--- config.mk ---
export PLATFORM = sky130hd
export DESIGN_NAME = mem_lsu_ctrl
export DESIGN_NICKNAME = d
export VERILOG_FILES = /design/src/rtl/mem_lsu_pkg.sv /design/src/rtl/load_align.sv /design/src/rtl/mem_lsu_ctrl.sv
export SDC_FILE = /design/constraint.sdc
export NUM_CORES = 1
export LEC_CHECK = 0
export CAP_MARGIN = 20
export CORE_MARGIN = 2
export CORE_UTILIZATION = 30
export CTS_CLUSTER_DIAMETER = 80
export CTS_CLUSTER_SIZE = 24
export DETAILED_ROUTE_END_ITERATION = 7
export DONT_BUFFER_PORTS = 1
export SLEW_MARGIN = 20
export SYNTH_ARGS = -nofsm -noshare
export SYNTH_HDL_FRONTEND = slang
export SYNTH_HIERARCHICAL = 1
export SYNTH_SLANG_ARGS = --single-unit
--- constraint.sdc ---
create_clock -name clk -period 2.25 [get_ports clk]
set_input_delay 0.45 -clock clk [delete_from_list [all_inputs] [get_ports clk]]
set_output_delay 0.45 -clock clk [all_outputs]
set_load 0.01 [all_outputs]
--- src/rtl/mem_lsu_pkg.sv ---
// rtl/mem_lsu_pkg.sv - shared types, funct3 codes and helpers for the memory-stage LSU
//
// Purpose: FSM state type, load/store funct3 encodings, and small helpers for
//          the misalignment check and store lane formatting (byte enables and
//          replicated write data).
// Ports:   none (package).

package mem_lsu_pkg;

  typedef enum logic [1:0] {
    S_IDLE  = 2'd0,
    S_REQ   = 2'd1,
    S_WAIT  = 2'd2,
    S_DRAIN = 2'd3
  } lsu_state_t;

  localparam logic [2:0] F3_LB  = 3'b000;
  localparam logic [2:0] F3_LH  = 3'b001;
  localparam logic [2:0] F3_LW  = 3'b010;
  localparam logic [2:0] F3_LBU = 3'b100;
  localparam logic [2:0] F3_LHU = 3'b101;
  localparam logic [2:0] F3_SB  = 3'b000;
  localparam logic [2:0] F3_SH  = 3'b001;
  localparam logic [2:0] F3_SW  = 3'b010;

  // Store encodings alias the signed load encodings, so one check covers both.
  function automatic logic is_misaligned(input logic [2:0] funct3, input logic [1:0] off);
    case (funct3)
      F3_LH, F3_LHU: return off[0];
      F3_LW:         return (off != 2'b00);
      default:       return 1'b0;
    endcase
  endfunction

  function automatic logic [3:0] store_be(input logic [2:0] funct3, input logic [1:0] off);
    case (funct3)
      F3_SB:   return 4'b0001 << off;
      F3_SH:   return 4'b0011 << off;
      F3_SW:   return 4'b1111;
      default: return 4'b0000;
    endcase
  endfunction

  // Data is replicated across lanes so the cache only needs the byte enables.
  function automatic logic [31:0] store_wdata(input logic [2:0] funct3, input logic [31:0] data);
    case (funct3)
      F3_SB:   return {4{data[7:0]}};
      F3_SH:   return {2{data[15:0]}};
      default: return data;
    endcase
  endfunction

endpackage

--- src/rtl/load_align.sv ---
// rtl/load_align.sv - combinational load data extraction and extension
//
// Purpose: picks the addressed byte/halfword out of a raw cache word and
//          sign- or zero-extends it according to funct3.
// Ports:   rdata    in  32  raw word from the cache
//          offset   in  2   byte offset within the word
//          funct3   in  3   load size/sign
//          ReadData out 32  formatted load result (0 for unknown funct3)

module load_align
  import mem_lsu_pkg::*;
(
  input  logic [31:0] rdata,
  input  logic [1:0]  offset,
  input  logic [2:0]  funct3,
  output logic [31:0] ReadData
);

  logic [7:0]  byte_sel;
  logic [15:0] half_sel;

  always_comb begin
    byte_sel = rdata[7:0];
    case (offset)
      2'd1:    byte_sel = rdata[15:8];
      2'd2:    byte_sel = rdata[23:16];
      2'd3:    byte_sel = rdata[31:24];
      default: byte_sel = rdata[7:0];
    endcase
    // Halfword loads are only issued when aligned, so offset[1] picks the half.
    half_sel = offset[1] ? rdata[31:16] : rdata[15:0];

    ReadData = '0;
    case (funct3)
      F3_LB:   ReadData = {{24{byte_sel[7]}}, byte_sel};
      F3_LBU:  ReadData = {24'b0, byte_sel};
      F3_LH:   ReadData = {{16{half_sel[15]}}, half_sel};
      F3_LHU:  ReadData = {16'b0, half_sel};
      F3_LW:   ReadData = rdata;
      default: ReadData = '0;
    endcase
  end

endmodule

--- src/rtl/mem_lsu_ctrl.sv ---
// rtl/mem_lsu_ctrl.sv - memory-stage load/store controller with cache handshake
//
// Purpose: turns the EX/MEM instruction into a single data-cache request,
//          waits for the response, formats load data and stalls the pipe
//          while the access is in flight. Flushed accesses that already
//          reached the cache are drained so the response is not mistaken for
//          a later instruction's.
// Ports:   clk, rst                 clock, synchronous active-high reset
//          flush                    kill the current memory-stage instruction
//          valid_x, MemRead_x, MemWrite_x, funct3_x, ALUResult_x, WriteData_x
//                                   instruction from the EX/MEM register
//          req_valid/req_ready      cache request handshake
//          req_we, req_addr, req_wdata, req_be
//                                   registered request fields
//          resp_valid, resp_rdata   cache response / write ack
//          valid_m, ReadData_m, misalign_m
//                                   completion to MEM/WB
//          stall_m                  hold EX/MEM; MEM/WB enable is ~stall_m

module mem_lsu_ctrl
  import mem_lsu_pkg::*;
#(
  parameter int DATA_WIDTH = 32,
  parameter int BE_WIDTH   = DATA_WIDTH / 8
) (
  input  logic                  clk,
  input  logic                  rst,
  input  logic                  flush,
  input  logic                  valid_x,
  input  logic                  MemRead_x,
  input  logic                  MemWrite_x,
  input  logic [2:0]            funct3_x,
  input  logic [DATA_WIDTH-1:0] ALUResult_x,
  input  logic [DATA_WIDTH-1:0] WriteData_x,
  output logic                  req_valid,
  input  logic                  req_ready,
  output logic                  req_we,
  output logic [DATA_WIDTH-1:0] req_addr,
  output logic [DATA_WIDTH-1:0] req_wdata,
  output logic [BE_WIDTH-1:0]   req_be,
  input  logic                  resp_valid,
  input  logic [DATA_WIDTH-1:0] resp_rdata,
  output logic                  valid_m,
  output logic [DATA_WIDTH-1:0] ReadData_m,
  output logic                  misalign_m,
  output logic                  stall_m
);

  lsu_state_t state, state_nxt;

  logic [DATA_WIDTH-1:0] addr_q;
  logic [DATA_WIDTH-1:0] wdata_q;
  logic [BE_WIDTH-1:0]   be_q;
  logic [1:0]            off_q;
  logic [2:0]            f3_q;
  logic                  we_q;
  logic                  flush_seen_q;

  logic                  is_mem;
  logic                  misaligned;
  logic                  start;
  logic                  done;
  logic [DATA_WIDTH-1:0] load_data;

  assign is_mem     = MemRead_x | MemWrite_x;
  assign misaligned = is_misaligned(funct3_x, ALUResult_x[1:0]);
  assign start      = (state == S_IDLE) & valid_x & is_mem & ~misaligned & ~flush;

  always_comb begin
    state_nxt  = state;
    req_valid  = 1'b0;
    stall_m    = 1'b0;
    valid_m    = 1'b0;
    misalign_m = 1'b0;
    done       = 1'b0;
    case (state)
      S_IDLE: begin
        if (valid_x & ~flush) begin
          if (~is_mem) begin
            valid_m = 1'b1;
          end else if (misaligned) begin
            // Completes with an exception flag and never touches the cache.
            valid_m    = 1'b1;
            misalign_m = 1'b1;
          end else begin
            stall_m   = 1'b1;
            state_nxt = S_REQ;
          end
        end
      end
      S_REQ: begin
        req_valid = 1'b1;
        stall_m   = 1'b1;
        // A flush cannot withdraw the request; it only redirects the response.
        if (req_ready) state_nxt = (flush | flush_seen_q) ? S_DRAIN : S_WAIT;
      end
      S_WAIT: begin
        stall_m = ~resp_valid;
        if (resp_valid) begin
          state_nxt = S_IDLE;
          if (~flush) begin
            valid_m = 1'b1;
            done    = 1'b1;
          end
        end else if (flush) begin
          state_nxt = S_DRAIN;
        end
      end
      S_DRAIN: begin
        stall_m = 1'b1;
        if (resp_valid) state_nxt = S_IDLE;
      end
      default: state_nxt = S_IDLE;
    endcase
  end

  always_ff @(posedge clk) begin
    if (rst) begin
      state        <= S_IDLE;
      addr_q       <= '0;
      wdata_q      <= '0;
      be_q         <= '0;
      off_q        <= '0;
      f3_q         <= '0;
      we_q         <= 1'b0;
      flush_seen_q <= 1'b0;
    end else begin
      state <= state_nxt;
      if (start) begin
        addr_q  <= {ALUResult_x[DATA_WIDTH-1:2], 2'b00};
        off_q   <= ALUResult_x[1:0];
        f3_q    <= funct3_x;
        we_q    <= MemWrite_x;
        be_q    <= MemWrite_x ? store_be(funct3_x, ALUResult_x[1:0]) : '0;
        wdata_q <= MemWrite_x ? store_wdata(funct3_x, WriteData_x) : '0;
      end
      if (state == S_REQ) flush_seen_q <= (flush_seen_q | flush) & ~req_ready;
      else                flush_seen_q <= 1'b0;
    end
  end

  assign req_we    = we_q;
  assign req_addr  = addr_q;
  assign req_wdata = wdata_q;
  assign req_be    = be_q;

  load_align u_load_align (
    .rdata    (resp_rdata),
    .offset   (off_q),
    .funct3   (f3_q),
    .ReadData (load_data)
  );

  assign ReadData_m = (done & ~we_q) ? load_data : '0;

endmodule

==> impl_results.html, run 1 <==
<table>
<tr><th>Metric</th><th>Value</th></tr>
<tr><th colspan="2">Run status</th></tr>
<tr><td>Run status</td><td>complete, no violations</td></tr>
<tr><th colspan="2">GRT</th></tr>
<tr><td>Total congestion overflow</td><td>0</td></tr>
<tr><td>First-pass GRT wire length</td><td>22200 um</td></tr>
<tr><td>Pin count of the biggest net entering global routing</td><td>60</td></tr>
<tr><td>Number of global-route vias before repair</td><td>between 4000 and 5000</td></tr>
<tr><td>Initial antenna violation count</td><td>0</td></tr>
<tr><td>Aggregate global-route resource usage</td><td>16.9%</td></tr>
<tr><th colspan="2">CTS</th></tr>
<tr><td>Clock tree from TritonCTS</td><td>built</td></tr>
<tr><td>Total clock sinks</td><td>between 70 and 80</td></tr>
<tr><td>Clock slew at the register clock pins of the worst setup and hold paths</td><td>approximately 60 ps</td></tr>
<tr><td>Number of levels in the clock H-tree</td><td>3</td></tr>
<tr><td>Maximum root-to-sink buffer count</td><td>2</td></tr>
<tr><td>Number of buffers added by the clock tree synthesis step</td><td>9</td></tr>
<tr><td>CTS Root Buffer Type</td><td>clkbuf_16</td></tr>
<tr><td>Clock latency of the later-clocked register in the worst-skew pair</td><td>roughly 330 ps</td></tr>
<tr><td># hold bufs at CTS</td><td>0</td></tr>
<tr><th colspan="2">Place</th></tr>
<tr><td>Port Buffers</td><td>0</td></tr>
<tr><td>HPWL Detailed</td><td>10400 um</td></tr>
<tr><td>Placed instance count</td><td>698</td></tr>
<tr><td>Area of placed instances</td><td>between 4000 and 5000 um^2</td></tr>
<tr><td>GPL Wtd Cong</td><td>0.930</td></tr>
<tr><th colspan="2">Synth</th></tr>
<tr><td>Post-synth top area share</td><td>32.8%</td></tr>
<tr><td>Part of the Yosys area used for sequential elements</td><td>32.8%</td></tr>
<tr><td>Synth Area in XOR/XNOR</td><td>0%</td></tr>
<tr><td>Count of unique library cells instantiated by Yosys</td><td>53</td></tr>
<tr><td>Synthesized flop and latch total</td><td>75</td></tr>
<tr><td>Share of synthesized cell area in full adder, half adder and majority cells</td><td>0%</td></tr>
<tr><td>Simple-gate area share of the yosys netlist</td><td>21.0%</td></tr>
<tr><td>Dominant combinational cell family by area after synthesis</td><td>compound AO/OA/AOI/OAI gates</td></tr>
<tr><td>Fraction of the mapped netlist area in compound gates</td><td>about 30%</td></tr>
<tr><td>Post-synth EDFFs</td><td>0</td></tr>
<tr><td>Post-synthesis instance area</td><td>4570 um^2</td></tr>
<tr><td>Async set-reset flop share out of synthesis</td><td>0%</td></tr>
<tr><td>Main area contributors after synthesis</td><td>dfxtp_1 (33%), a21oi_1 (5.9%), o21ai_1 (5.7%), nand3_1 (4.8%), mux2_2 (4.7%)</td></tr>
<tr><td>Number of instances in the synthesized netlist</td><td>approximately 550</td></tr>
<tr><td>Leading area contributor after synthesis</td><td>dfxtp_1</td></tr>
<tr><td>Share of synthesized area spent on multiplexers</td><td>8.51%</td></tr>
<tr><td>Average cell area after synthesis</td><td>8.33 um^2</td></tr>
<tr><td>Most used DFF post-synth</td><td>dfxtp_1</td></tr>
<tr><td>Count of warnings emitted by yosys</td><td>6</td></tr>
<tr><th colspan="2">Finish</th></tr>
<tr><td>Non-Filler Cell Area, Final</td><td>5250 um^2</td></tr>
<tr><td>Fin util</td><td>about a third</td></tr>
<tr><td>Net count reported at finish</td><td>roughly 640</td></tr>
<tr><td>Most frequent standard cell in the layout excluding fill and tap cells</td><td>dfxtp_1</td></tr>
<tr><td>Count of inserted antenna diode cells</td><td>0</td></tr>
<tr><td>Signed area change from the synthesized netlist to the final layout</td><td>14.8%</td></tr>
<tr><td>Number of standard cells in the final layout excluding fillers</td><td>727</td></tr>
<tr><td>Fraction of layout instances using a drive strength above 1</td><td>21.5%</td></tr>
<tr><td>Commonest cells after routing, fill and taps aside</td><td>dfxtp_1 (69), a21oi_1 (54), o21ai_1 (51), nand3_1 (44), nor2_1 (27)</td></tr>
<tr><th colspan="2">Timing</th></tr>
<tr><td>Hold Fails Final Rpt</td><td>0</td></tr>
<tr><td>Tmin final</td><td>2240 ps</td></tr>
<tr><td>Setup violations, final</td><td>0</td></tr>
<tr><td>Number of max-slew violations in the final report</td><td>0</td></tr>
<tr><td>Worst slew margin relative to its limit</td><td>approximately 45%</td></tr>
<tr><td>Maximum operating frequency</td><td>447 MHz</td></tr>
<tr><td>Worst Max-Slew Pin Slew</td><td>just over 800 ps</td></tr>
<tr><td>Fin Hold WS</td><td>186 ps</td></tr>
<tr><td>RSZ-0062 raised after global routing</td><td>true</td></tr>
<tr><td>Clk_skew</td><td>9.28 ps</td></tr>
<tr><td>Share of the clock period used by the worst path</td><td>99.5%</td></tr>
<tr><th colspan="2">Worst setup path</th></tr>
<tr><td>Setup crit end kind</td><td>primary output</td></tr>
<tr><td>Minimum setup slack among reg-to-reg paths</td><td>400 ps</td></tr>
<tr><td>Setup crit start kind</td><td>flop</td></tr>
<tr><td>Critical path's slowest cell</td><td>dfxtp_4</td></tr>
<tr><td>Crit path max fanout</td><td>7</td></tr>
<tr><td>Critical-path cell list</td><td>mux2_2 -&gt; a22oi_4 -&gt; buf_12 -&gt; clkbuf_16 -&gt; o21ai_1 -&gt; and2_1</td></tr>
<tr><td>Required time worst endpoint</td><td>1800 ps</td></tr>
<tr><td>Logic depth of the worst register-to-register path</td><td>5</td></tr>
<tr><td>Path type of the worst setup path</td><td>reg -&gt; out</td></tr>
<tr><td>Capturing point of the worst reg2reg path</td><td>req_addr[31]</td></tr>
<tr><td>Buffer and inverter count on the worst path</td><td>2</td></tr>
<tr><td>Worst reg2reg path startpoint</td><td>state[0]</td></tr>
<tr><td>Kind of cell with the highest combined delay on the critical path</td><td>flip-flops</td></tr>
<tr><td>Peak per-stage delay on the critical path</td><td>about 380 ps</td></tr>
<tr><td>Signal arrival time at the worst endpoint</td><td>~1800 ps</td></tr>
<tr><th colspan="2">Drt</th></tr>
<tr><td>Number of DRC markers in iteration 0</td><td>295</td></tr>
<tr><td>Detail Route Antenna Nets</td><td>0</td></tr>
<tr><td>Per-cell routed wire length</td><td>just over 20 um</td></tr>
<tr><td>Detailed-route via count</td><td>~4400</td></tr>
<tr><td>Vias per cell</td><td>5.99</td></tr>
<tr><td>TritonRoute pass-1 iters</td><td>5</td></tr>
<tr><td>DRT Wirelength</td><td>14800 um</td></tr>
<tr><td>Remaining routing DRC violations</td><td>0</td></tr>
<tr><th colspan="2">Power</th></tr>
<tr><td>Total power</td><td>~3.3 mW</td></tr>
<tr><td>Portion of total power attributed to sequential cells</td><td>43.7%</td></tr>
<tr><td>Fraction of power spent switching nets</td><td>~28%</td></tr>
<tr><td>Internal Power</td><td>around 2.4 mW</td></tr>
<tr><td>Clock network fraction of design power</td><td>slightly below 40%</td></tr>
<tr><td>Peak VDD IR</td><td>0.000302 V</td></tr>
<tr><td>Share of power burned in combinational logic</td><td>~17%</td></tr>
<tr><td>P_sw</td><td>0.919 mW</td></tr>
<tr><td>Total power per unit cell area</td><td>629 nW/um^2</td></tr>
<tr><td>Leakage Power</td><td>about 1.7 nW</td></tr>
<tr><th colspan="2">Floorplan</th></tr>
<tr><td>Die footprint</td><td>roughly 16000 um^2</td></tr>
<tr><td>Chip Width</td><td>127 um</td></tr>
<tr><td>DIE HEIGHT</td><td>between 100 and 150 um</td></tr>
<tr><td>Core Rows</td><td>45</td></tr>
<tr><td>Number of I/O pins</td><td>212</td></tr>
<tr><td>Placeable Area</td><td>15000 um^2</td></tr>
<tr><td>Initial cell density of the core</td><td>30.4%</td></tr>
<tr><th colspan="2">Hold path</th></tr>
<tr><td>Endpoint, Worst Hold</td><td>state[1]</td></tr>
<tr><td>Worst hold start</td><td>rst</td></tr>
<tr><td>Hold Crit Class</td><td>in -&gt; reg</td></tr>
<tr><td>Hold Path Cell Cnt</td><td>1</td></tr>
<tr><th colspan="2">Run</th></tr>
<tr><td>Max-capacitance violation count</td><td>0</td></tr>
</table>
==> cell usage after synthesis, drive strengths merged (16+ instances only) <==
library cell / n
nor2: 31
o21ai: 65
nand3: 44
a21oi: 55
clkbuf: 28
and2: 32
dfxtp: 75
nand2: 17
a211oi: 17
a22oi: 25
o2bb2ai: 16
mux2: 20
buf: 33
nand4: 16
mux2i: 16
==> per-stage QoR <==
stage	setup TNS, ps	setup slack, ps
2_1_floorplan	0	163
3_3_place_gp	0	95.0
3_5_place_dp	0	98.2
4_1_cts	0	9.63
5_1_grt	-774	-61.2
6_report	0	11.1
==> routing by layer <==
metal  routed length (um)  vias to the layer above  track usage (%)
met4                  386                        0             6.59
met5                    0                        -                0
met1                 5680                     2039             19.7
met2                 7080                      257             28.2
met3                 1640                       30             6.20
li1                     -                     2029                -
==> worst max-delay path by stage <==
stage          slack, ps  cells after the start             end  startpoint
5_1_grt              -60                      6  ReadData_m[21]     f3_q[0]
4_1_cts               10                      4         stall_m    state[0]
2_1_floorplan        160                      5      misalign_m       flush
3_5_place_dp         100                      3      misalign_m       flush
6_report              10                      6  ReadData_m[10]    off_q[0]
3_3_place_gp          90                      3      misalign_m       flush
==> flip-flops by register name, summed over array words and instances (netlist names) <==
signal,flops
f3_q,3
req_addr,30
req_wdata,32
flush_seen_q,1
state,2
req_be,4
req_we,1
off_q,2
==> repair_timing <==
action                     CTS  global route
pin swaps                    3            16
resized for setup           19            26
setup endpoints to repair   34            33
buffers inserted             0             9
cloned                       1             3
==> logic make-up (layout without fill, tap and decap cells) <==
logic type | after synthesis | in the layout
AO/OA/AOI/OAI | 204 | 204
buffers and inverters | 63 | 52
flip-flops | 75 | 75
multiplexers | 36 | 36
other | 1 | 2
AND/OR/NAND/NOR | 170 | 170
==> power groups by stage <==
| stage | Combinational (mW) | Clock [mW] | Sequential [mW] |
|---|---|---|---|
| global route | 0.608 | 1.39 | 1.45 |
| detailed placement | 0.475 | 0 | 1.47 |
| global placement | 0.462 | 0 | 1.47 |
| finish | 0.553 | 1.31 | 1.44 |
| CTS | 0.486 | 1.33 | 1.44 |
| floorplan | 0.418 | 0 | 1.45 |
==> area by class of cell <==
type,count,area (um^2)
tap,188,235
inverter,2,8.76
multi-input combinational,412,2830
clock inverter,6,40.0
timing repair buffer,34,388
sequential,75,1520
clock buffer,10,229
fill,1536,9790
==> worst register-to-register path: cells and delay by family (launching register included) <==
kind	cells	cell delay [ps]
DFF	1	360
and+or+nand+nor	2	820
AOI/OAI and AO/OA	2	300
buffers and inverters	1	260
Note: power is estimated with default switching activity, not from simulation.
==> run 2, diff against run 1 <==
Settings changed: CORE_UTILIZATION 30 to 25, SYNTH_HIERARCHICAL 1 to unset.
==> impl_results.html, run 2 <==
<table>
<tr><th>Metric</th><th>Value</th></tr>
<tr><th colspan="2">Synth</th></tr>
<tr><td>Post-synth top area share</td><td>36.4% (was 32.8%)</td></tr>
<tr><td>Count of unique library cells instantiated by Yosys</td><td>50 (was 53)</td></tr>
<tr><td>Leading cell types by count after synthesis</td><td>a21oi_1 (81), o21ai_0 (78), dfxtp_1 (75) (was dfxtp_1 (75), a21oi_1 (54), o21ai_1 (52))</td></tr>
<tr><td>Average cell area after synthesis</td><td>8.02 um^2 (was 8.33 um^2)</td></tr>
<tr><td>Main area contributors after synthesis</td><td>dfxtp_1 (36%), a21oi_1 (9.8%), o21ai_0 (9.5%), mux2i_1 (7.5%), nand3_1 (4.4%) (was dfxtp_1 (33%), a21oi_1 (5.9%), o21ai_1 (5.7%), nand3_1 (4.8%), mux2_2 (4.7%))</td></tr>
<tr><td>Most used DFF post-synth</td><td>dfxtp_1 (unchanged)</td></tr>
<tr><td>Post-synthesis instance area</td><td>4130 um^2 (was 4570 um^2)</td></tr>
<tr><td>Synthesized flop and latch total</td><td>75 (unchanged)</td></tr>
<tr><td>Number of instances in the synthesized netlist</td><td>515 (was 549)</td></tr>
<tr><td>Count of warnings emitted by yosys</td><td>0 (was 6)</td></tr>
<tr><td>Leading area contributor after synthesis</td><td>dfxtp_1 (unchanged)</td></tr>
<tr><td>Async set-reset flop share out of synthesis</td><td>0% (unchanged)</td></tr>
<tr><td>Post-synth EDFFs</td><td>0 (unchanged)</td></tr>
<tr><td>Cell with the most instances after synthesis</td><td>a21oi_1 (was dfxtp_1)</td></tr>
<tr><td>Part of the Yosys area used for sequential elements</td><td>36.4% (was 32.8%)</td></tr>
<tr><th colspan="2">GRT</th></tr>
<tr><td>Pin count of the biggest net entering global routing</td><td>60 (unchanged)</td></tr>
<tr><td>Number of global-route vias before repair</td><td>4045 (was 4002)</td></tr>
<tr><td>First-pass GRT wire length</td><td>22200 um (about the same)</td></tr>
<tr><td>Aggregate global-route resource usage</td><td>16.0% (was 16.9%)</td></tr>
<tr><td>Total congestion overflow</td><td>0 (unchanged)</td></tr>
<tr><td>Initial antenna violation count</td><td>0 (unchanged)</td></tr>
<tr><th colspan="2">CTS</th></tr>
<tr><td>CTS Root Buffer Type</td><td>clkbuf_16 (unchanged)</td></tr>
<tr><td>Total clock sinks</td><td>75 (unchanged)</td></tr>
<tr><td>Clock latency of the later-clocked register in the worst-skew pair</td><td>340 ps (was 330 ps)</td></tr>
<tr><td>Maximum root-to-sink buffer count</td><td>2 (unchanged)</td></tr>
<tr><td>Number of levels in the clock H-tree</td><td>3 (unchanged)</td></tr>
<tr><td># hold bufs at CTS</td><td>0 (unchanged)</td></tr>
<tr><td>Clock tree from TritonCTS</td><td>built (unchanged)</td></tr>
<tr><td>Clock slew at the register clock pins of the worst setup and hold paths</td><td>70 ps (was 60 ps)</td></tr>
<tr><td>Number of buffers added by the clock tree synthesis step</td><td>9 (unchanged)</td></tr>
<tr><th colspan="2">Timing</th></tr>
<tr><td>Clk_skew</td><td>12.3 ps (was 9.28 ps)</td></tr>
<tr><td>Setup violations, final</td><td>3 (was 0)</td></tr>
<tr><td>Maximum operating frequency</td><td>442 MHz (was 447 MHz)</td></tr>
<tr><td>Share of the clock period used by the worst path</td><td>100% (was 99.5%)</td></tr>
<tr><td>Worst slew margin relative to its limit</td><td>47.5% (was 44.7%)</td></tr>
<tr><td>Number of max-slew violations in the final report</td><td>0 (unchanged)</td></tr>
<tr><td>Setup slack after layout</td><td>-10.0 ps (was 11.1 ps)</td></tr>
<tr><td>Tmin final</td><td>2260 ps (was 2240 ps)</td></tr>
<tr><td>Fin Hold WS</td><td>181 ps (was 186 ps)</td></tr>
<tr><td>Worst Max-Slew Pin Slew</td><td>788 ps (was 829 ps)</td></tr>
<tr><td>Hold Fails Final Rpt</td><td>0 (unchanged)</td></tr>
<tr><td>RSZ-0062 raised after global routing</td><td>true (unchanged)</td></tr>
<tr><th colspan="2">Worst setup path</th></tr>
<tr><td>Kind of cell with the highest combined delay on the critical path</td><td>simple AND/OR/NAND/NOR gates (was flip-flops)</td></tr>
<tr><td>Critical path's slowest cell</td><td>or4_4 (was dfxtp_4)</td></tr>
<tr><td>Setup crit end kind</td><td>primary output (unchanged)</td></tr>
<tr><td>Buffer and inverter count on the worst path</td><td>1 (was 2)</td></tr>
<tr><td>Critical-path cell list</td><td>mux2_4 -&gt; mux2i_2 -&gt; or4_4 -&gt; a21oi_2 -&gt; buf_4 (was mux2_2 -&gt; a22oi_4 -&gt; buf_12 -&gt; clkbuf_16 -&gt; o21ai_1 -&gt; and2_1)</td></tr>
<tr><td>Setup crit start kind</td><td>flop (unchanged)</td></tr>
<tr><td>Path type of the worst setup path</td><td>reg -&gt; out (unchanged)</td></tr>
<tr><td>Peak per-stage delay on the critical path</td><td>510 ps (was 380 ps)</td></tr>
<tr><td>Required time worst endpoint</td><td>1800 ps (about the same)</td></tr>
<tr><td>Signal arrival time at the worst endpoint</td><td>1810 ps (was 1790 ps)</td></tr>
<tr><td>Crit path max fanout</td><td>8 (was 7)</td></tr>
<tr><th colspan="2">Drt</th></tr>
<tr><td>Detail Route Antenna Nets</td><td>0 (unchanged)</td></tr>
<tr><td>Per-cell routed wire length</td><td>20.2 um (was 20.3 um)</td></tr>
<tr><td>TritonRoute pass-1 iters</td><td>4 (was 5)</td></tr>
<tr><td>Remaining routing DRC violations</td><td>0 (unchanged)</td></tr>
<tr><td>Number of DRC markers in iteration 0</td><td>268 (was 295)</td></tr>
<tr><td>DRT Wirelength</td><td>14700 um (was 14800 um)</td></tr>
<tr><td>Vias per cell</td><td>5.59 (was 5.99)</td></tr>
<tr><td>Detailed-route via count</td><td>4061 (was 4355)</td></tr>
<tr><th colspan="2">Finish</th></tr>
<tr><td>Commonest cells after routing, fill and taps aside</td><td>o21ai_0 (77), dfxtp_1 (70), a21oi_1 (68), nand2_1 (43), nand3_1 (36) (was dfxtp_1 (69), a21oi_1 (54), o21ai_1 (51), nand3_1 (44), nor2_1 (27))</td></tr>
<tr><td>Fraction of layout instances using a drive strength above 1</td><td>20.5% (was 21.5%)</td></tr>
<tr><td>Count of inserted antenna diode cells</td><td>0 (unchanged)</td></tr>
<tr><td>Number of standard cells in the final layout excluding fillers</td><td>727 (unchanged)</td></tr>
<tr><td>Flip-flop count of the largest register after layout</td><td>32 (unchanged)</td></tr>
<tr><td>Signed area change from the synthesized netlist to the final layout</td><td>17.6% (was 14.8%)</td></tr>
<tr><td>Most frequent standard cell in the layout excluding fill and tap cells</td><td>o21ai_0 (was dfxtp_1)</td></tr>
<tr><td>Net count reported at finish</td><td>613 (was 641)</td></tr>
<tr><td>Non-Filler Cell Area, Final</td><td>4860 um^2 (was 5250 um^2)</td></tr>
<tr><td>Layout filler cell count</td><td>1704 (was 1536)</td></tr>
<tr><th colspan="2">Floorplan</th></tr>
<tr><td>Initial cell density of the core</td><td>25.8% (was 30.4%)</td></tr>
<tr><td>Placeable Area</td><td>16000 um^2 (was 15000 um^2)</td></tr>
<tr><td>Number of I/O pins</td><td>212 (unchanged)</td></tr>
<tr><td>Chip Width</td><td>133 um (was 127 um)</td></tr>
<tr><td>Die footprint</td><td>17600 um^2 (was 16200 um^2)</td></tr>
<tr><td>Core Rows</td><td>46 (was 45)</td></tr>
<tr><td>DIE HEIGHT</td><td>133 um (was 127 um)</td></tr>
<tr><th colspan="2">Power</th></tr>
<tr><td>Peak VDD IR</td><td>0.000291 V (was 0.000302 V)</td></tr>
<tr><td>Leakage Power</td><td>1.53 nW (was 1.74 nW)</td></tr>
<tr><td>Total power per unit cell area</td><td>693 nW/um^2 (was 629 nW/um^2)</td></tr>
<tr><th colspan="2">Place</th></tr>
<tr><td>HPWL Detailed</td><td>10700 um (was 10400 um)</td></tr>
<tr><td>Placement Setup Slack</td><td>188 ps (was 98.2 ps)</td></tr>
<tr><td>Area of placed instances</td><td>4430 um^2 (was 4690 um^2)</td></tr>
<tr><td>GPL Wtd Cong</td><td>0.990 (was 0.930)</td></tr>
<tr><td>Port Buffers</td><td>0 (unchanged)</td></tr>
<tr><td>Placed instance count</td><td>711 (was 698)</td></tr>
<tr><th colspan="2">Run status</th></tr>
<tr><td>Run status</td><td>complete, but fails checks (was complete, no violations)</td></tr>
<tr><td>Violated checks</td><td>negative setup slack</td></tr>
<tr><th colspan="2">Hold path</th></tr>
<tr><td>Hold Crit Class</td><td>in -&gt; reg (unchanged)</td></tr>
<tr><th colspan="2">Run</th></tr>
<tr><td>Max-capacitance violation count</td><td>0 (unchanged)</td></tr>
</table>
-- run 2: cell count changes in the layout (fill, tap and decap cells not counted), sizes merged, moves of 14 or more --
cell	delta
and2	-32
a22oi	-17
nor2	-17
nand2	+27
mux2i	+15
o21ai	+14
a21oi	+27
-- run 2: cells by family after synthesis --
group                  Yosys count  share of synthesized area, %
and+or+nand+nor                133                          16.6
AOI/OAI and AO/OA              209                          30.6
muxes                           41                          10.2
DFF                             75                          36.4
other                            1                        0.0908
buffers and inverters           56                          6.09
-- run 2: layout make-up --
type / count / area [um^2] / share of cell area (%)
multi-input combinational: 385 / 2500 / 51.6
sequential: 75 / 1510 / 31.1
tap: 216 / 270 / 5.57
timing repair buffer: 33 / 259 / 5.33
clock buffer: 11 / 243 / 5.00
clock inverter: 5 / 62.6 / 1.29
inverter: 2 / 7.51 / 0.155
-- run 2: final timing paths --
path,start,to,slack (ps),cells after the start
min reg2reg,req_wdata[20],req_wdata[20],520,2
max,off_q[1],ReadData_m[11],-10,5
min,rst,req_wdata[2],180,1
max reg2reg,state[0],req_wdata[8],230,3
-- run 2: layer usage --
metal	global-route usage, %	part of all wire [%]	vias to the layer above	wire (um)
met4	7.35	3.7	0	541
met3	6.74	10	38	1510
met5	0	0	-	0
li1	-	-	1871	-
met1	16.4	37	1936	5360
met2	28.3	49	216	7250
-- run 2: repair_timing --
action,in CTS,in global routing
setup buffers,0,0
gates resized for setup,20,15
pin swaps,1,4
endpoints found under the setup margin,32,32
-- run 2: worst reg2reg max path, stage by stage (launching register included) --
cell and delay (ps):
dfxtp_2 380, or4b_4 580, or3_1 700, o2bb2ai_1 280
-- run 2: stage by stage --
step           TNS [ps]  total power [mW]  util (%)
2_1_floorplan         0              1.79         -
3_3_place_gp          0              1.85      27.7
3_5_place_dp          0              1.87      27.7
4_1_cts            -184              3.38      30.0
5_1_grt            -776              3.50      30.3
6_report          -17.3              3.36      30.3
-- run 2: report_power, final --
part	total, mW	leakage, nW	switching (mW)	internal [mW]
combinational	0.414	0.777	0.255	0.159
clock	1.50	0.142	0.607	0.894
sequential	1.45	0.611	0.0692	1.38
==> run 3, diff against run 2 <==
Settings changed: ABC_AREA set to 1.
==> impl_results.html, run 3 <==
<table>
<tr><th>Metric</th><th>Value</th></tr>
<tr><th colspan="2">Run status</th></tr>
<tr><td>Run status</td><td>complete, no violations (was complete, but fails checks)</td></tr>
<tr><th colspan="2">Hold path</th></tr>
<tr><td>Endpoint, Worst Hold</td><td>req_addr[25] (was req_wdata[2])</td></tr>
<tr><td>Hold Path Cell Cnt</td><td>1 (unchanged)</td></tr>
<tr><td>Hold Crit Class</td><td>in -&gt; reg (unchanged)</td></tr>
<tr><td>Worst hold start</td><td>rst (unchanged)</td></tr>
<tr><th colspan="2">Timing</th></tr>
<tr><td>Setup violations, final</td><td>0 (was 3)</td></tr>
<tr><td>RSZ-0062 raised after global routing</td><td>true (unchanged)</td></tr>
<tr><td>Tmin final</td><td>2170 ps (was 2260 ps)</td></tr>
<tr><td>Share of the clock period used by the worst path</td><td>96.4% (was 100%)</td></tr>
<tr><td>Number of max-slew violations in the final report</td><td>0 (unchanged)</td></tr>
<tr><td>Clk_skew</td><td>8.28 ps (was 12.3 ps)</td></tr>
<tr><td>Final sum of negative setup slack</td><td>0 ps (was -17.3 ps)</td></tr>
<tr><td>Maximum operating frequency</td><td>461 MHz (was 442 MHz)</td></tr>
<tr><td>Fin Hold WS</td><td>187 ps (was 181 ps)</td></tr>
<tr><td>Hold Fails Final Rpt</td><td>0 (unchanged)</td></tr>
<tr><th colspan="2">GRT</th></tr>
<tr><td>Number of global-route vias before repair</td><td>4246 (was 4045)</td></tr>
<tr><td>Initial antenna violation count</td><td>0 (unchanged)</td></tr>
<tr><td>Total congestion overflow</td><td>0 (unchanged)</td></tr>
<tr><td>Pin count of the biggest net entering global routing</td><td>76 (was 60)</td></tr>
<tr><td>Aggregate global-route resource usage</td><td>14.8% (was 16.0%)</td></tr>
<tr><td>First-pass GRT wire length</td><td>21800 um (was 22200 um)</td></tr>
<tr><th colspan="2">Floorplan</th></tr>
<tr><td>Die footprint</td><td>18600 um^2 (was 17600 um^2)</td></tr>
<tr><td>Number of I/O pins</td><td>212 (unchanged)</td></tr>
<tr><td>Initial cell density of the core</td><td>25.5% (was 25.8%)</td></tr>
<tr><td>Chip Width</td><td>136 um (was 133 um)</td></tr>
<tr><td>DIE HEIGHT</td><td>136 um (was 133 um)</td></tr>
<tr><td>Placeable Area</td><td>17200 um^2 (was 16000 um^2)</td></tr>
<tr><td>Core Rows</td><td>48 (was 46)</td></tr>
<tr><th colspan="2">CTS</th></tr>
<tr><td>CTS Root Buffer Type</td><td>clkbuf_16 (unchanged)</td></tr>
<tr><td>Clock latency of the later-clocked register in the worst-skew pair</td><td>330 ps (was 340 ps)</td></tr>
<tr><td>Clock tree from TritonCTS</td><td>built (unchanged)</td></tr>
<tr><td>Number of levels in the clock H-tree</td><td>3 (unchanged)</td></tr>
<tr><td># hold bufs at CTS</td><td>0 (unchanged)</td></tr>
<tr><td>Number of buffers added by the clock tree synthesis step</td><td>9 (unchanged)</td></tr>
<tr><td>Maximum root-to-sink buffer count</td><td>2 (unchanged)</td></tr>
<tr><td>Total clock sinks</td><td>75 (unchanged)</td></tr>
<tr><td>Clock slew at the register clock pins of the worst setup and hold paths</td><td>60 ps (was 70 ps)</td></tr>
<tr><th colspan="2">Synth</th></tr>
<tr><td>Part of the Yosys area used for sequential elements</td><td>34.3% (was 36.4%)</td></tr>
<tr><td>Average cell area after synthesis</td><td>6.31 um^2 (was 8.02 um^2)</td></tr>
<tr><td>Post-synthesis instance area</td><td>4380 um^2 (was 4130 um^2)</td></tr>
<tr><td>Number of instances in the synthesized netlist</td><td>694 (was 515)</td></tr>
<tr><td>Leading area contributor after synthesis</td><td>dfxtp_1 (unchanged)</td></tr>
<tr><td>Cell with the most instances after synthesis</td><td>nand2_1 (was a21oi_1)</td></tr>
<tr><td>Synthesized flop and latch total</td><td>75 (unchanged)</td></tr>
<tr><td>Leading cell types by count after synthesis</td><td>nand2_1 (229), a21oi_1 (98), dfxtp_1 (75) (was a21oi_1 (81), o21ai_0 (78), dfxtp_1 (75))</td></tr>
<tr><td>Most used DFF post-synth</td><td>dfxtp_1 (unchanged)</td></tr>
<tr><td>Post-synth EDFFs</td><td>0 (unchanged)</td></tr>
<tr><td>Post-synth top area share</td><td>34.3% (was 36.4%)</td></tr>
<tr><td>Count of warnings emitted by yosys</td><td>0 (unchanged)</td></tr>
<tr><td>Count of unique library cells instantiated by Yosys</td><td>29 (was 50)</td></tr>
<tr><td>Async set-reset flop share out of synthesis</td><td>0% (unchanged)</td></tr>
<tr><td>Main area contributors after synthesis</td><td>dfxtp_1 (34%), nand2_1 (20%), a21oi_1 (11%), nor2_1 (6.3%), nand3_1 (5.1%) (was dfxtp_1 (36%), a21oi_1 (9.8%), o21ai_0 (9.5%), mux2i_1 (7.5%), nand3_1 (4.4%))</td></tr>
<tr><th colspan="2">Finish</th></tr>
<tr><td>Commonest cells after routing, fill and taps aside</td><td>nand2_1 (229), a21oi_1 (89), dfxtp_1 (71), nor2_1 (69), buf_4 (59) (was o21ai_0 (77), dfxtp_1 (70), a21oi_1 (68), nand2_1 (43), nand3_1 (36))</td></tr>
<tr><td>Flip-flop count of the largest register after layout</td><td>32 (unchanged)</td></tr>
<tr><td>Fin util</td><td>31.3% (was 30.3%)</td></tr>
<tr><td>Number of standard cells in the final layout excluding fillers</td><td>959 (was 727)</td></tr>
<tr><td>Signed area change from the synthesized netlist to the final layout</td><td>22.7% (was 17.6%)</td></tr>
<tr><td>Net count reported at finish</td><td>838 (was 613)</td></tr>
<tr><td>Most frequent standard cell in the layout excluding fill and tap cells</td><td>nand2_1 (was o21ai_0)</td></tr>
<tr><td>Count of inserted antenna diode cells</td><td>0 (unchanged)</td></tr>
<tr><td>Fraction of layout instances using a drive strength above 1</td><td>18.4% (was 20.5%)</td></tr>
<tr><th colspan="2">Worst setup path</th></tr>
<tr><td>Launching instance or port of the critical path</td><td>off_q[1] (unchanged)</td></tr>
<tr><td>Minimum setup slack among reg-to-reg paths</td><td>530 ps (was 230 ps)</td></tr>
<tr><td>Critical path's slowest cell</td><td>dfxtp_2 (was or4_4)</td></tr>
<tr><td>Signal arrival time at the worst endpoint</td><td>1720 ps (was 1810 ps)</td></tr>
<tr><td>Setup crit start kind</td><td>flop (unchanged)</td></tr>
<tr><td>Required time worst endpoint</td><td>1800 ps (about the same)</td></tr>
<tr><td>Critical-path cell list</td><td>inv_1 -&gt; buf_4 -&gt; nor2_1 -&gt; o21ai_0 -&gt; o21ai_0 -&gt; nor3_4 -&gt; buf_4 (was mux2_4 -&gt; mux2i_2 -&gt; or4_4 -&gt; a21oi_2 -&gt; buf_4)</td></tr>
<tr><td>Crit path max fanout</td><td>11 (was 8)</td></tr>
<tr><td>Setup crit end kind</td><td>primary output (unchanged)</td></tr>
<tr><td>Capturing point of the worst reg2reg path</td><td>req_wdata[21] (was req_wdata[8])</td></tr>
<tr><td>Peak per-stage delay on the critical path</td><td>330 ps (was 510 ps)</td></tr>
<tr><td>Worst reg2reg path startpoint</td><td>state[0] (unchanged)</td></tr>
<tr><td>Logic depth of the worst register-to-register path</td><td>9 (was 3)</td></tr>
<tr><td>Path type of the worst setup path</td><td>reg -&gt; out (unchanged)</td></tr>
<tr><th colspan="2">Place</th></tr>
<tr><td>HPWL Detailed</td><td>10500 um (was 10700 um)</td></tr>
<tr><td>Placed instance count</td><td>931 (was 711)</td></tr>
<tr><td>GPL Wtd Cong</td><td>0.898 (was 0.990)</td></tr>
<tr><td>Port Buffers</td><td>0 (unchanged)</td></tr>
<tr><th colspan="2">Drt</th></tr>
<tr><td>Number of DRC markers in iteration 0</td><td>246 (was 268)</td></tr>
<tr><td>Detailed-route via count</td><td>4492 (was 4061)</td></tr>
<tr><td>Vias per cell</td><td>4.68 (was 5.59)</td></tr>
<tr><td>Per-cell routed wire length</td><td>14.9 um (was 20.2 um)</td></tr>
<tr><td>Remaining routing DRC violations</td><td>0 (unchanged)</td></tr>
<tr><td>Detail Route Antenna Nets</td><td>0 (unchanged)</td></tr>
<tr><td>TritonRoute pass-1 iters</td><td>4 (unchanged)</td></tr>
<tr><td>DRT Wirelength</td><td>14300 um (was 14700 um)</td></tr>
<tr><th colspan="2">Power</th></tr>
<tr><td>Leakage Power</td><td>2.17 nW (was 1.53 nW)</td></tr>
<tr><td>Total power per unit cell area</td><td>640 nW/um^2 (was 693 nW/um^2)</td></tr>
<tr><td>Total power</td><td>3.44 mW (was 3.36 mW)</td></tr>
<tr><td>Peak VDD IR</td><td>0.000294 V (was 0.000291 V)</td></tr>
<tr><th colspan="2">Run</th></tr>
<tr><td>Max-capacitance violation count</td><td>0 (unchanged)</td></tr>
</table>
run 3: cell types whose count changed after synthesis, moves of 10 or more:
cell and change:
clkbuf_1 -19, mux2_2 -10, nand4_1 -16, a21oi_2 +10
inv_1 +58, mux2i_1 -31, o21ai_0 -51, nand2_1 +185
nor2_1 +60, a21oi_1 +17, o2bb2ai_2 -10
run 3: worst max path at each step:
stage / to / slack [ps]
after floorplan: ReadData_m[20] / 430
after global placement: ReadData_m[15] / 80
after detailed placement: ReadData_m[31] / 70
after CTS: ReadData_m[6] / -9
after global routing: ReadData_m[4] / -5
final: ReadData_m[3] / 80
run 3: layer usage:
metal | GRT usage [%] | part of all wire [%] | up-vias
li1 | - | - | 2284
met1 | 16.9 | 39 | 1999
met2 | 25.5 | 49 | 187
met3 | 5.41 | 11 | 22
met4 | 5.27 | 1.7 | 0
met5 | 0 | 0 | -
run 3: kinds of logic (layout without fill, tap and decap cells):
group / after synthesis / after routing / synth area share (%)
buffers and inverters: 107 / 146 / 12.9
AND/OR/NAND/NOR: 365 / 365 / 34.7
flip-flops: 75 / 75 / 34.3
AO/OA/AOI/OAI: 146 / 146 / 18.0
other: 1 / 2 / 0.0857
run 3: final cells by class:
class	count	area, um^2
Fill cell	1933	11800
Multi-Input combinational cell	513	2440
Sequential cell	75	1510
Timing Repair Buffer	67	568
Tap cell	225	282
Inverter	63	240
Clock buffer	10	239
Clock inverter	4	76.3
Timing Repair inverter	2	15.0
run 3: through the flow:
| step | setup slack [ps] | cell area [um^2] |
|---|---|---|
| floorplan | 431 | 4380 |
| global placement | 77.8 | 4780 |
| detailed placement | 67.1 | 4780 |
| CTS | -9.14 | 5230 |
| global route | -5.29 | 5370 |
| finish | 81.1 | 5370 |
run 3: timing repair:
action                                  CTS  global route
endpoints found under the setup margin   31            33
pin swaps                                 4             6
resized for setup                        19            29
setup buffers                             6             6
gates cloned                              2             0
run 3: worst max-delay path, delay by kind of cell (launching register included):
| kind | cells | cell delay, ps |
|---|---|---|
| AOI/OAI and AO/OA | 2 | 310 |
| buffers and inverters | 3 | 460 |
| DFF | 1 | 330 |
| and+or+nand+nor | 2 | 290 |
run 3: where the power goes:
group	internal, mW	switching [mW]
sequential	1.38	0.0545
clock	0.991	0.550
combinational	0.169	0.296
total	2.54	0.900
